--- src/rtl/bcp_unit.sv ---
// Boolean constraint propagation engine: walks the occurrence list of a newly
// assigned variable, pushes forced implications and flags the first conflicting clause.
module bcp_unit #(
  parameter int VAR_W = 9,
  parameter int CL_W  = 10,
  parameter int LITS  = 3
) (
  input  logic                  clock,
  input  logic                  reset,
  input  logic                  start,
  input  logic [VAR_W-1:0]      prop_var,
  output logic                  occ_rd_en,
  output logic [VAR_W-1:0]      occ_addr,
  input  logic [CL_W-1:0]       occ_first,
  input  logic [CL_W-1:0]       occ_last,
  output logic                  cl_rd_en,
  output logic [CL_W-1:0]       cl_addr,
  input  logic [LITS*VAR_W-1:0] cl_lit_var,
  input  logic [LITS-1:0]       cl_lit_neg,
  output logic [LITS*VAR_W-1:0] vs_var,
  input  logic [LITS-1:0]       vs_assigned,
  input  logic [LITS-1:0]       vs_val,
  output logic                  imp_push,
  output logic [VAR_W-1:0]      imp_var,
  output logic                  imp_val,
  output logic                  imp_type,
  input  logic                  imp_full,
  output logic                  busy,
  output logic                  done,
  output logic                  conflict,
  output logic [CL_W-1:0]       conflict_clause
);

  localparam int CNT_W = $clog2(LITS + 1);

  typedef enum logic [2:0] {IDLE, OCC_WAIT, CL_WAIT, EVAL, DONE} state_t;

  state_t            state_reg, state_next;
  logic [VAR_W-1:0]  var_reg, var_next;
  logic [CL_W-1:0]   last_reg, last_next;
  logic [CL_W-1:0]   idx_reg, idx_next;
  logic              conflict_reg, conflict_next;
  logic [CL_W-1:0]   conflict_clause_reg, conflict_clause_next;
  logic              occ_rd_en_reg, occ_rd_en_next;
  logic              cl_rd_en_reg, cl_rd_en_next;

  logic [LITS-1:0]   lit_true;
  logic [LITS-1:0]   lit_unas;
  logic [CNT_W-1:0]  unas_cnt;
  logic [VAR_W-1:0]  unit_var;
  logic              unit_neg;
  logic              advance;

  // Clause memory holds its output, so EVAL classifies the literals straight off the read port.
  for (genvar gi = 0; gi < LITS; gi++) begin : g_slot
    logic active;
    assign active       = |cl_lit_var[gi*VAR_W +: VAR_W];
    assign lit_true[gi] = active & vs_assigned[gi] & (vs_val[gi] != cl_lit_neg[gi]);
    assign lit_unas[gi] = active & ~vs_assigned[gi];
  end

  // OR-merge is exact when only one slot is unassigned, the only case where it is used.
  always_comb begin
    unas_cnt = '0;
    unit_var = '0;
    unit_neg = 1'b0;
    for (int i = 0; i < LITS; i++) begin
      if (lit_unas[i]) begin
        unas_cnt = unas_cnt + CNT_W'(1);
        unit_var = unit_var | cl_lit_var[i*VAR_W +: VAR_W];
        unit_neg = unit_neg | cl_lit_neg[i];
      end
    end
  end

  always_comb begin
    state_next           = state_reg;
    var_next             = var_reg;
    last_next            = last_reg;
    idx_next             = idx_reg;
    conflict_next        = conflict_reg;
    conflict_clause_next = conflict_clause_reg;
    occ_rd_en_next       = 1'b0;
    cl_rd_en_next        = 1'b0;
    imp_push             = 1'b0;
    advance              = 1'b0;
    case (state_reg)
      IDLE: begin
        if (start) begin
          var_next             = prop_var;
          occ_rd_en_next       = 1'b1;
          conflict_next        = 1'b0;
          conflict_clause_next = '0;
          state_next           = OCC_WAIT;
        end
      end
      OCC_WAIT: begin
        // First cycle carries the read request; the range is valid on the second.
        if (!occ_rd_en_reg) begin
          last_next = occ_last;
          if (occ_first > occ_last) begin
            state_next = DONE;
          end else begin
            idx_next      = occ_first;
            cl_rd_en_next = 1'b1;
            state_next    = CL_WAIT;
          end
        end
      end
      CL_WAIT: state_next = EVAL;
      EVAL: begin
        if (|lit_true) begin
          advance = 1'b1;
        end else if (unas_cnt == CNT_W'(0)) begin
          conflict_next        = 1'b1;
          conflict_clause_next = idx_reg;
          state_next           = DONE;
        end else if (unas_cnt == CNT_W'(1)) begin
          if (!imp_full) begin
            imp_push = 1'b1;
            advance  = 1'b1;
          end
        end else begin
          advance = 1'b1;
        end
      end
      DONE:    state_next = IDLE;
      default: state_next = IDLE;
    endcase

    if (advance) begin
      if (idx_reg == last_reg) begin
        state_next = DONE;
      end else begin
        idx_next      = idx_reg + CL_W'(1);
        cl_rd_en_next = 1'b1;
        state_next    = CL_WAIT;
      end
    end
  end

  always_ff @(posedge clock or negedge reset) begin
    if (!reset) begin
      state_reg           <= IDLE;
      var_reg             <= '0;
      last_reg            <= '0;
      idx_reg             <= '0;
      conflict_reg        <= 1'b0;
      conflict_clause_reg <= '0;
      occ_rd_en_reg       <= 1'b0;
      cl_rd_en_reg        <= 1'b0;
    end else begin
      state_reg           <= state_next;
      var_reg             <= var_next;
      last_reg            <= last_next;
      idx_reg             <= idx_next;
      conflict_reg        <= conflict_next;
      conflict_clause_reg <= conflict_clause_next;
      occ_rd_en_reg       <= occ_rd_en_next;
      cl_rd_en_reg        <= cl_rd_en_next;
    end
  end

  assign occ_rd_en       = occ_rd_en_reg;
  assign occ_addr        = var_reg;
  assign cl_rd_en        = cl_rd_en_reg;
  assign cl_addr         = idx_reg;
  assign vs_var          = cl_lit_var;
  assign imp_var         = unit_var;
  assign imp_val         = ~unit_neg;
  assign imp_type        = 1'b1;
  assign busy            = (state_reg != IDLE);
  assign done            = (state_reg == DONE);
  assign conflict        = conflict_reg;
  assign conflict_clause = conflict_clause_reg;

endmodule

--- config.mk ---
export PLATFORM = sky130hd
export DESIGN_NAME = bcp_unit
export DESIGN_NICKNAME = d
export VERILOG_FILES = /design/src/rtl/bcp_unit.sv
export SDC_FILE = /design/constraint.sdc
export NUM_CORES = 1
export LEC_CHECK = 0
export ABC_AREA = 1
export BUFFER_PORTS_ARGS = -buffer_cell sky130_fd_sc_hd__buf_2
export CORE_UTILIZATION = 30
export DETAILED_ROUTE_END_ITERATION = 10
export GPL_TIMING_DRIVEN = 0
export RECOVER_POWER = 50
export SKIP_CTS_REPAIR_TIMING = 1
export SLEW_MARGIN = 20
export SYNTH_ARGS = -nofsm -noshare
export SYNTH_HDL_FRONTEND = slang
export SYNTH_SLANG_ARGS = --single-unit
--- constraint.sdc ---
create_clock -name clock -period 1.8 [get_ports clock]
set_clock_uncertainty 0.1 [all_clocks]
set_input_delay 0 -clock clock [delete_from_list [all_inputs] [get_ports clock]]
set_output_delay 0 -clock clock [all_outputs]
set_load 0.01 [all_outputs]
==> summary.md, run 1 <==
| Metric | Value |
|---|---|
| Status | `finished with violations` |
| Violated checks | `hold timing` |
| Max Cap Violations | `0` |
| Die Wd | `105 um` |
| Max Fclk | `0.579 GHz` |
| Power per cell area | `1230 nW/um^2` |
| Longest Clk Path Bufs | `2` |
| Part of the cycle the worst path needs | `95.9%` |
| First-iteration detailed-routing DRC count | `153` |
| CP Class | `flip-flop to flip-flop` |
| Area leader, netlist | `dfrtp_1` |
| Total Negative Setup Slacks | `0 ns` |
| Effective utilization at floorplan | `31.0%` |
| Diode count | `0` |
| Placed Instances | `730` |
| CTS tree | `yes` |
| Slew HR | `25.9%` |
| HPWL after detailed placement | `7.06 mm` |
| Setup-failing EPs final | `0` |
| Die height | `105 um` |
| Critical Path End Type | `flip-flop` |
| Routed wire per std cell | `11.6 um` |
| # DRC | `0` |
| Share of cells above drive strength 1 | `33.0%` |
| Row cnt | `37` |
| Gp weighted congestion | `0.797` |
| Pin count of the biggest net entering global routing | `46` |
| Clk pin slew, worst setup/hold paths | `0.10 ns` |
| Mapped Avg Cell Area | `7.06 sq um` |
| Final #Nets | `715` |
| Die Area | `11100 sq um` |
| Synth top area cells | `dfrtp_1 35%, nand2_1 18%, buf_4 6.6%` |
| Drt pass-1 iters | `4` |
| Worst slew pin tran | `1.11 ns` |
| Fin. Hold Viols | `3` |
| Area Growth Syn to Fin | `42.3%` |
| RSZ-0062 raised after global routing | `yes` |
| CTS H-tree depth | `2` |
| PortBufs | `140` |
| Data required, critical path | `1.91 ns` |
| CTS sink cnt | `45` |
| Final Critical Period | `1.73 ns` |
| Hold_ws | `-0.0482 ns` |
| Worst min path class | `primary input to flip-flop` |
| Post-synthesis cell count | `454` |
| Cts bufs inserted | `5` |
| Via density | `4.36` |
| Synth unique cells | `37` |
| Post-route insts no fill | `770` |
| Overall power | `5.60 mW` |
| Share of the synthesized area in the top cell type | `35.1%` |
| Yosys warning count | `0` |
| First-pass GRT wire length | `14.0 mm` |
| Critical Path Start Type | `flip-flop` |
| Initial antenna violation count | `0` |
| Via count | `3355` |
| Fin util | `44.2%` |
| I/O Pins | `142` |
| Netlist Area Pre-Place | `3200 sq um` |
| Commonest cells after routing, fill and taps aside | `152 x nand2_1, 108 x buf_2, 47 x inv_1` |
| Vias in the first global route | `3015` |
| DRT Wirelength | `8.95 mm` |
| Syn_nets | `536` |
| Crit path DAT | `1.83 ns` |
| Most common cell after layout, fill and taps aside | `nand2_1` |
| Post-route ant nets | `0` |
| Yosys reg bits | `45` |
| Max IR drop VDD | `0.464 mV` |
| Clk Latency, worst-skew pair | `0.31 ns` |
| Register area share after synthesis | `35.1%` |
| Crit Path Max Fanout | `6` |
| Root Buffer | `clkbuf_8` |
| P_leak | `2.47 nW` |
| Overflow after GRT | `0` |
| Global-route usage over all layers | `15.5%` |
| Pre-CTS setup slack | `-0.373 ns` |
| Final max-slew violation count | `0` |
| Final WS setup | `0.0734 ns` |
| Core area | `10300 sq um` |
==> logic make-up after synthesis <==
logic type / after synthesis / share of synthesized area (%)
xor+xnor: 14 / 3.83
fa+ha+maj: 13 / 5.08
compound gates: 49 / 9.18
flops: 45 / 35.1
simple gates: 245 / 32.3
other cells: 1 / 0.117
buf+inv: 87 / 14.4
==> report_power, final <==
part           leakage (nW)  internal (mW)  switching, mW  total, mW
sequential            0.556           1.47          0.420       1.89
combinational          1.87           1.29           1.76       3.05
clock                0.0447          0.281          0.378      0.659
==> cell usage after synthesis, drive strengths merged <==
cell type,instances
nor3,7
o211ai,1
or2,2
o21ai,29
nand3,27
a31oi,1
o21bai,1
nor2,44
clkbuf,4
nand4,1
o221ai,1
inv,49
xor2,10
a21boi,1
a22oi,1
xnor2,4
ha,13
conb,1
buf,33
a21o,1
a22o,1
nand2,162
o21ba,1
clkinv,1
nand3b,1
and2,1
dfrtp,45
a21oi,11
==> critical path: stages, from the launching register on <==
cell and delay, ns:
dfrtp_1 0.41, inv_2 0.09, nand2_2 0.07, nor3_4 0.31, nand2_4 0.12, buf_12 0.15
or2_2 0.27, nand3_1 0.08, nand2_1 0.05
==> area by class of cell <==
cell class,count,area (sq um)
multi-input cells,322,1710
fillers,1098,5760
plain buffers,35,269
flip-flops and latches,45,1130
inverters,50,188
clock inverters,3,25.0
clock buffers,5,68.8
repair buffers,174,995
well taps,136,170
==> routing by layer <==
metal | up-vias | global-route usage, % | part of all wire [%]
met5 | - | 0 | 0
met4 | 0 | 3.82 | 1.0
met3 | 7 | 2.29 | 5.1
met2 | 98 | 27.2 | 51
met1 | 1506 | 19.8 | 43
li1 | 1744 | - | -
==> final timing paths <==
kind	start	cells past startpoint	slack [ns]	end
max	state_reg[2]$_DFFE_PN0P_	8	0.07	cl_addr[6]$_DFF_PN0_
max reg2reg	state_reg[2]$_DFFE_PN0P_	8	0.07	cl_addr[6]$_DFF_PN0_
max in group asynchronous	reset	2	0.50	state_reg[1]$_DFFE_PN0P_
min in group asynchronous	reset	2	0.34	conflict_clause[7]$_DFFE_PN0P_
min reg2reg	occ_addr[5]$_DFFE_PN0P_	2	0.38	occ_addr[5]$_DFFE_PN0P_
min	occ_first[4]	5	-0.05	cl_addr[4]$_DFF_PN0_
==> metrics by stage <==
| step | hold slack, ns | instance area [sq um] |
|---|---|---|
| detailed placement | 0.109 | 4080 |
| finish | -0.0482 | 4560 |
| floorplan | -0.396 | 3200 |
| global route | 0.0295 | 4560 |
| global placement | 0.103 | 4080 |
| CTS | -0.211 | 4170 |
Power figures use the tool's default switching activity.
==> inputs of run 2 (changes only) <==
Settings changed: BUFFER_PORTS_ARGS -buffer_cell sky130_fd_sc_hd__buf_2 to not set, CORE_UTILIZATION 30 to 63, DONT_BUFFER_PORTS set to 1, PLACE_DENSITY set to 0.79, SETUP_SLACK_MARGIN set to 0.3.
==> run 2 against run 1 <==
- sequential power rose by 15%
- non-clock buffer count shrank 101
- the run ends with setup timing left
- largest power group unchanged
- register-to-register slack lost 0.13 ns
==> summary.md, run 2 (synthesis results as in run 1) <==
| Metric | Value |
|---|---|
| Crit path DAT | `1.98 ns` |
| Data required, critical path | `1.92 ns` |
| Area Growth Syn to Fin | `33.3%` |
| Commonest cells after routing, fill and taps aside | `142 x nand2_1, 51 x dlygate4sd3_1, 43 x inv_1` |
| Crit Path Max Fanout | `6` |
| FF-to-FF End | `cl_addr[2]$_DFF_PN0_` |
| Most common cell on crit path | `nand2_1` |
| Cts bufs inserted | `5` |
| Max incr delay on CP | `0.46 ns` |
| Fin area | `4270 sq um` |
| Final Critical Period | `1.86 ns` |
| Comb pwr share | `55.5%` |
| CTS sink cnt | `45` |
| Overflow after GRT | `0` |
| R2R setup slack | `-0.06 ns` |
| Row cnt | `25` |
| CTS H-tree depth | `2` |
| Cell depth of the worst flop-to-flop path | `9` |
| Max IR drop VDD | `0.886 mV` |
| Via count | `3550` |
| Post-route ant nets | `0` |
| Gp weighted congestion | `0.923` |
| Total Negative Setup Slacks | `-0.187 ns` |
| Most common cell after layout, fill and taps aside | `nand2_1` |
| Die Area | `5380 sq um` |
| P_int | `3.26 mW` |
| FF-to-FF Start | `cl_addr[0]$_DFF_PN0_` |
| Clk pwr share | `10.1%` |
| Worst hold endpoint | `vs_var[19]` |
| Final #Nets | `614` |
| Reg power frac | `34.4%` |
| Drt pass-1 iters | `5` |
| Die Wd | `73.3 um` |
| CTS tree | `yes` |
| Post-route insts no fill | `600` |
| Final WS setup | `-0.0589 ns` |
| Diode count | `0` |
| Initial antenna violation count | `0` |
| # DRC | `0` |
| Sw Ratio | `48.2%` |
| Longest Clk Path Bufs | `2` |
| Max Cap Violations | `0` |
| Dpl cell area | `3370 sq um` |
| Power per cell area | `1470 nW/um^2` |
| Share of cells above drive strength 1 | `21.8%` |
| Clk pin slew, worst setup/hold paths | `0.09 ns` |
| NetSw | `3.03 mW` |
| Placed Instances | `521` |
| Core area | `4820 sq um` |
| DRT Wirelength | `11.2 mm` |
| PortBufs | `0` |
| Hold Path Origin | `cl_lit_var[19]` |
| Global-route usage over all layers | `29.9%` |
| Effective utilization at floorplan | `66.5%` |
| Final max-slew violation count | `0` |
| CP Class | `flip-flop to flip-flop` |
| Worst min path class | `primary input to output port` |
| CP Cell Sequence | `inv_2 > nand2_1 > nand4_1 > nor3_2 > nand3_2 > nand2_4 > buf_8 > nand2_1 > o21ai_1` |
| Hold_ws | `0.0108 ns` |
| I/O Pins | `142` |
| Part of the cycle the worst path needs | `103%` |
| Pin count of the biggest net entering global routing | `46` |
| CP max stage cell | `dfrtp_2` |
| P_leak | `2.09 nW` |
| Violated checks | `setup timing` |
| RSZ-0062 raised after global routing | `yes` |
| Status | `finished with violations` |
| Root Buffer | `clkbuf_8` |
| Fin. Hold Viols | `0` |
| Vias in the first global route | `2616` |
| Slew HR | `23.2%` |
| Die height | `73.3 um` |
| Routed wire per std cell | `18.6 um` |
| Critical Path End Type | `flip-flop` |
| Max Fclk | `0.538 GHz` |
| Critical Path Start Type | `flip-flop` |
| Via density | `5.92` |
| First-pass GRT wire length | `12.1 mm` |
| Worst slew pin tran | `1.15 ns` |
| HPWL after detailed placement | `6.15 mm` |
| Clk Latency, worst-skew pair | `0.30 ns` |
| Setup-failing EPs final | `8` |
| Worst hold path cell count | `1` |
| First-iteration detailed-routing DRC count | `238` |
==> run 2: worst max path at each step <==
stage	startpoint	to	slack (ns)	depth (start not counted)
floorplan	cl_lit_var[4]	conflict$_DFFE_PN0P_	0.22	13
global placement	cl_addr[0]$_DFF_PN0_	cl_addr[6]$_DFF_PN0_	-0.06	9
detailed placement	cl_addr[1]$_DFF_PN0_	cl_addr[6]$_DFF_PN0_	-0.08	9
CTS	cl_addr[1]$_DFF_PN0_	state_reg[2]$_DFFE_PN0P_	-0.20	9
global route	cl_addr[2]$_DFF_PN0_	cl_addr[7]$_DFF_PN0_	-0.11	8
finish	cl_addr[0]$_DFF_PN0_	cl_addr[2]$_DFF_PN0_	-0.06	9
==> run 2: metrics by stage <==
step                util (%)  power, mW  worst slack, ns
floorplan                  -       3.84            0.217
global placement        69.9       4.30          -0.0566
detailed placement      69.9       4.37          -0.0757
CTS                     71.7       5.01           -0.203
global route            88.7       6.64           -0.107
finish                  88.7       6.29          -0.0589
==> run 2: cell type report <==
cell class,count,area [sq um]
Tap cell,67,83.8
Clock buffer,6,72.6
Inverter,50,188
Clock inverter,2,15.0
Sequential cell,45,1140
Multi-Input combinational cell,322,1820
Timing Repair Buffer,71,733
Fill cell,247,544
Buffer,37,219
==> run 2: power groups by stage <==
stage | Combinational, mW | Clock, mW | Sequential, mW
finish | 3.49 | 0.634 | 2.17
global route | 3.76 | 0.670 | 2.21
CTS | 2.33 | 0.625 | 2.05
detailed placement | 2.29 | 0 | 2.07
global placement | 2.24 | 0 | 2.06
floorplan | 1.90 | 0 | 1.94
==> run 2: per-layer routing <==
metal  GRT usage (%)  up-vias  share of wire (%)
met5               0        -                  0
met4            8.33        0                5.8
met3            5.76       75                9.1
met2            56.9      263                 52
met1            33.8     1669                 33
li1                -     1543                  -
==> run 2: worst max-delay path: cells and delay by family (launching register included) <==
family,cells,cell delay [ns]
buffers and inverters,2,0.24
AOI/OAI and AO/OA,1,0.10
DFF,1,0.46
and+or+nand+nor,6,0.89
